**src/rtl/corelet_pkg.sv**
```systemverilog
// Shared corelet sizing: default psum width, column count and lane depth.
// Pointer width carries one extra bit so full and empty stay distinguishable.
package corelet_pkg;
    localparam int PSUM_BW = 16;
    localparam int COL     = 8;
    localparam int DEPTH   = 16;
    localparam int PTR_W   = $clog2(DEPTH) + 1;
endpackage

```
**src/rtl/psum_col_fifo.sv**
```systemverilog
// One column lane: storage, wrap-bit pointers, full/empty flags, write accept.
// Latency: a write or pop is visible in the flags after the same edge.
// Backpressure: writes to a full lane drop unless a same-cycle pop frees a slot.
module psum_col_fifo
    import corelet_pkg::*;
#(
    parameter int psum_bw = PSUM_BW,
    parameter int depth   = DEPTH
) (
    input  logic               clk,
    input  logic               reset,
    input  logic               i_wr,
    input  logic [psum_bw-1:0] i_dat,
    input  logic               i_pop,
    output logic [psum_bw-1:0] o_head,
    output logic               o_full,
    output logic               o_empty
);
    localparam int AW = $clog2(depth);
    localparam int PW = AW + 1;

    logic [PW-1:0]      r_wptr;
    logic [PW-1:0]      r_rptr;
    logic [psum_bw-1:0] r_mem [depth];
    logic               w_wr_acc;

    assign o_empty  = (r_wptr == r_rptr);
    assign o_full   = (r_wptr[AW-1:0] == r_rptr[AW-1:0]) && (r_wptr[AW] != r_rptr[AW]);
    assign o_head   = r_mem[r_rptr[AW-1:0]];
    // The pop is resolved first, so a full lane still accepts when popped this cycle.
    assign w_wr_acc = i_wr && (!o_full || i_pop);

    always_ff @(posedge clk or negedge reset) begin
        if (!reset) begin
            r_wptr <= '0;
            r_rptr <= '0;
        end else begin
            if (w_wr_acc) r_wptr <= r_wptr + PW'(1);
            if (i_pop)    r_rptr <= r_rptr + PW'(1);
        end
    end

    always_ff @(posedge clk) begin
        if (w_wr_acc) r_mem[r_wptr[AW-1:0]] <= i_dat;
    end
endmodule

```
**src/rtl/psum_collector.sv**
```systemverilog
// Skewed per-column psum lanes drained as whole rows; PSUM_COLLECTOR_OVF_EN adds a sticky overflow flag.
// Latency: accepted rd presents the row on out/o_valid after the same edge.
// Backpressure: rd ignored until every lane is non-empty; writes to full lanes drop.
module psum_collector
    import corelet_pkg::*;
#(
    parameter int psum_bw = PSUM_BW,
    parameter int col     = COL,
    parameter int depth   = DEPTH
) (
    input  logic                   clk,
    input  logic                   reset,
    input  logic [col*psum_bw-1:0] in,
    input  logic [col-1:0]         wr,
    input  logic                   rd,
    output logic [col*psum_bw-1:0] out,
    output logic                   o_valid,
    output logic                   o_full,
    output logic                   o_ready
`ifdef PSUM_COLLECTOR_OVF_EN
    ,
    output logic                   o_overflow
`endif
);
    logic [col-1:0]         w_full;
    logic [col-1:0]         w_empty;
    logic [col*psum_bw-1:0] w_head;
    logic                   w_pop;
    logic [col*psum_bw-1:0] r_out;
    logic                   r_valid;

    assign o_ready = &(~w_empty);
    assign o_full  = |w_full;
    assign w_pop   = rd && o_ready;
    assign out     = r_out;
    assign o_valid = r_valid;

    for (genvar i = 0; i < col; i++) begin : g_lane
        psum_col_fifo #(
            .psum_bw (psum_bw),
            .depth   (depth)
        ) u_fifo (
            .clk     (clk),
            .reset   (reset),
            .i_wr    (wr[i]),
            .i_dat   (in[psum_bw*i +: psum_bw]),
            .i_pop   (w_pop),
            .o_head  (w_head[psum_bw*i +: psum_bw]),
            .o_full  (w_full[i]),
            .o_empty (w_empty[i])
        );
    end

    always_ff @(posedge clk or negedge reset) begin
        if (!reset) begin
            r_out   <= '0;
            r_valid <= 1'b0;
        end else begin
            r_valid <= w_pop;
            if (w_pop) r_out <= w_head;
        end
    end

`ifdef PSUM_COLLECTOR_OVF_EN
    logic r_overflow;

    always_ff @(posedge clk or negedge reset) begin
        if (!reset) begin
            r_overflow <= 1'b0;
        end else if (|(wr & w_full & {col{~w_pop}})) begin
            r_overflow <= 1'b1;
        end
    end

    assign o_overflow = r_overflow;
`endif
endmodule

```
**config.mk**
```make
export PLATFORM = sky130hd
export DESIGN_NAME = psum_collector
export DESIGN_NICKNAME = d
export VERILOG_FILES = /design/src/rtl/corelet_pkg.sv /design/src/rtl/psum_col_fifo.sv /design/src/rtl/psum_collector.sv
export SDC_FILE = /design/constraint.sdc
export NUM_CORES = 2
export LEC_CHECK = 0
export ABC_CLOCK_PERIOD_IN_PS = 4900
export BUFFER_PORTS_ARGS = -buffer_cell sky130_fd_sc_hd__buf_2
export CORE_MARGIN = 2
export CORE_UTILIZATION = 62
export CTS_BUF_LIST = sky130_fd_sc_hd__clkbuf_16
export DETAILED_ROUTE_END_ITERATION = 12
export PLACE_DENSITY = 0.85
export SYNTH_ARGS = -nofsm -noshare
export SYNTH_HDL_FRONTEND = slang
export SYNTH_SLANG_ARGS = --single-unit
```
**constraint.sdc**
```tcl
create_clock -name clk -period 4.9 [get_ports clk]
set_clock_uncertainty 0.05 [all_clocks]
set_input_delay 0 -clock clk [delete_from_list [all_inputs] [get_ports clk]]
set_output_delay 0 -clock clk [all_outputs]
set_load 0.02 [all_outputs]
```
==> summary.txt <==
Status: finished, final reports clean
Max_cap viols: 0
Vias: 43300
Drt wl/cell: 32.3 µm
Critical-path cell with the highest stage delay: or4_2
Core box area: 140000 µm²
Total gr overflow: 0
Mux contribution to synthesized area: 0.183
Post-synthesis simple-gate area fraction: 0.0202
TNS Setup: 0 ns
First-pass GRT wire length: 308000 µm
I/O Buffers: 269
CTS Buffer Depth: 3
Initial antenna violation count: 17
Top cell by count, worst path: buf_4
Worst ir drop on vdd: 461 µV
Final GP Congestion: 0.819
Number of synthesized flops with an enable pin: 2048
# setup viols final: 0
Cell accounting for the most synthesized area: edfxtp_1
Unrepaired setup endpoints after global routing: no
Register bit total from synthesis: 2257
Startpoint Class: flip-flop
Critical Path End: g_lane[7].u_fifo.r_mem[3][9]
WP data arrival: 4.83 ns
Int Power: 41.4 mW
Filler cell count: 7504
Width of the die: 379 µm
Post-synthesis xor/xnor area fraction: 0.00722
CTS Sinks: 2257
Hold path startpoint: in[0]
Critical Path Fanout Max: 19
Critical Path Source: g_lane[3].u_fifo.r_wptr[3]
Min-Delay Path Class: in -> reg
DR vias/cell: 6.64
Count leader, synth: edfxtp_1
Post-Syn Instances: 3820
Register-to-Register Path Depth: 9
Main combinational cell family by area after synthesis: multiplexers
Max-slew headroom: 0.117
Final Hold Viols: 0
Synth cell count leaders: edfxtp_1, mux4_2, dfrtp_1
Clock share of power: 0.260
CP Class: reg -> reg
Routed Antenna Nets: 0
Synth cell types: 39
Ports: 270
Worst-skew pair later-pin latency: 0.85 ns
Worst path required time: 5.38 ns
Reg2reg end: g_lane[7].u_fifo.r_mem[3][9]
Row Count: 137
Multi-input logic area: 20200 µm²
Pin count of the biggest net entering global routing: 105
Delay-heaviest family, CP: simple AND/OR/NAND/NOR gates
Initial drt markers: 5567
Post-synth top area share: 0.705
Post-synthesis sequential area ratio: 0.764
Hpwl dp: 118000 µm
Post-Syn Area: 87300 µm²
Sw Pwr: 19.3 mW
Final-stage net count: 4625
Ys Warns: 0
Reg area: 66800 µm²
Synth Flop Type: edfxtp_1
Drt first pass iters: 6
Number of global-route vias before repair: 44700
Mean post-synth cell area: 22.9 µm²
Final min period: 4.35 ns
Max stage delay on crit path: 0.76 ns
Buf+Inv Stages, Crit Path: 3
Syn-to-layout area delta: 15.4%
Root Buffer: clkbuf_16
Die Span Y: 379 µm
Tcrit/Tclk final: 0.888
Critical path depth: 9
Syn nets: 3999
Switching portion of total power: 0.318
Die ar.: 144000 µm²
Hold WS: 0.0485 ns
Post-route DRC: 0
Seq pwr share: 0.415
Total power: 60.7 mW
Leak pwr: 33.1 nW
H-tree levels: 4
Comb pwr share: 0.325
Reg clk slew, reported paths: 0.06 ns
Compound-cell area share of the yosys netlist: 0.00705
Layout cells sized above 1: 0.367
Worst R2R Setup Slack: 0.55 ns
Total GRT Usage: 0.299
Design area: 101000 µm²
Critical path cell sequence: xnor2_1 > nand4_1 > o22ai_1 > or4_2 > inv_6 > a21boi_2 > buf_4 > nor4_2 > buf_4
Adder-cell share of the synthesized area: 0.00573
Pwr dens: 603 nW/µm²
Actual slew at the worst max-slew pin: 1.32 ns
Maximum clock rate: 230 MHz
Reg2reg start: g_lane[3].u_fifo.r_wptr[3]
TritonCTS clock tree: yes
Ys async rst share: 0.0926
CTS buffer count: 210
Routed wire length: 211000 µm
Synth area leaders: edfxtp_1, mux4_2, dfrtp_1
Area of placed instances: 92400 µm²
Critical Path End Type: flip-flop
Max-slew violation count: 0
Initial Utilization: 0.625
cell families after synthesis:
group           Yosys count
mux                     776
fa+ha+maj                40
xor+xnor                 72
flops                  2257
buf+inv                 245
simple gates            345
compound gates           85
sequential cells by signal (all words and copies together) (netlist names):
signal                count
out                     128
g_lane.u_fifo.r_rptr     40
o_valid                   1
g_lane.u_fifo.r_mem    2048
g_lane.u_fifo.r_wptr     40
stage by stage:
stage | instances | utilization | setup WS (ns)
final | 6522 | 0.721 | 0.550
after global routing | 6512 | 0.721 | 0.385
after CTS | 6506 | 0.720 | 0.565
after detailed placement | 5956 | 0.662 | 0.653
after global placement | 5956 | 0.662 | 0.776
after floorplan | 3820 | - | 0.769
power groups by stage:
stage,Clock [mW],Combinational (mW),Sequential [mW]
floorplan,0,13.0,25.5
global placement,0,18.8,25.2
CTS,15.9,19.7,25.2
finish,15.8,19.8,25.2
detailed placement,0,19.3,25.4
global route,16.6,20.8,25.4
cell usage in the layout (no fill, tap or decap), types with 29 or more instances in the layout:
| master | n |
|---|---|
| nand2_1 | 98 |
| nand3_1 | 43 |
| inv_1 | 75 |
| ha_1 | 40 |
| clkbuf_16 | 215 |
| mux4_2 | 640 |
| dlygate4sd3_1 | 151 |
| nor3_2 | 92 |
| clkinv_1 | 54 |
| xnor2_1 | 48 |
| dfrtp_1 | 193 |
| o211ai_1 | 29 |
| mux2_2 | 124 |
| clkinv_2 | 44 |
| edfxtp_1 | 2048 |
| buf_4 | 196 |
| buf_2 | 268 |
cell type report:
class / count / area share
Clock inverter: 183 / 0.0126
Clock buffer: 215 / 0.0534
Multi-Input combinational cell: 1318 / 0.200
Timing Repair Buffer: 629 / 0.0456
Sequential cell: 2257 / 0.663
Inverter: 30 / 0.00124
Tap cell: 1876 / 0.0233
Antenna cell: 14 / 0.000348
worst min path at each step:
stage / cells after the start / end / slack (ns)
finish: 2 / g_lane[0].u_fifo.r_mem[11][0] / 0.05
floorplan: 0 / g_lane[0].u_fifo.r_rptr[0] / -0.35
global placement: 1 / out[123] / -0.07
global route: 2 / g_lane[0].u_fifo.r_mem[11][0] / 0.03
CTS: 2 / g_lane[5].u_fifo.r_mem[14][5] / 0.003
detailed placement: 1 / out[123] / -0.07
routing by layer:
layer	track usage	part of all wire	up-vias
met5	0	0.00042	-
met4	0.0848	0.028	14
met3	0.0557	0.089	369
met2	0.505	0.52	2628
met1	0.406	0.36	22900
li1	-	-	17400
repair_timing:
action / 4_1_cts / 5_1_grt
hold endpoints to repair: 3651 / 0
gates resized for setup: 0 / 0
hold buffers: 152 / 0
buffers inserted: 0 / 0
worst reg2reg max path, delay by kind of cell (launching register included):
| kind | cells | cell delay [ns] |
|---|---|---|
| buf+inv | 3 | 1.00 |
| flops | 1 | 0.63 |
| compound gates | 2 | 0.50 |
| xor+xnor | 1 | 0.12 |
| simple gates | 3 | 1.75 |
Power figures use the tool's default switching activity.
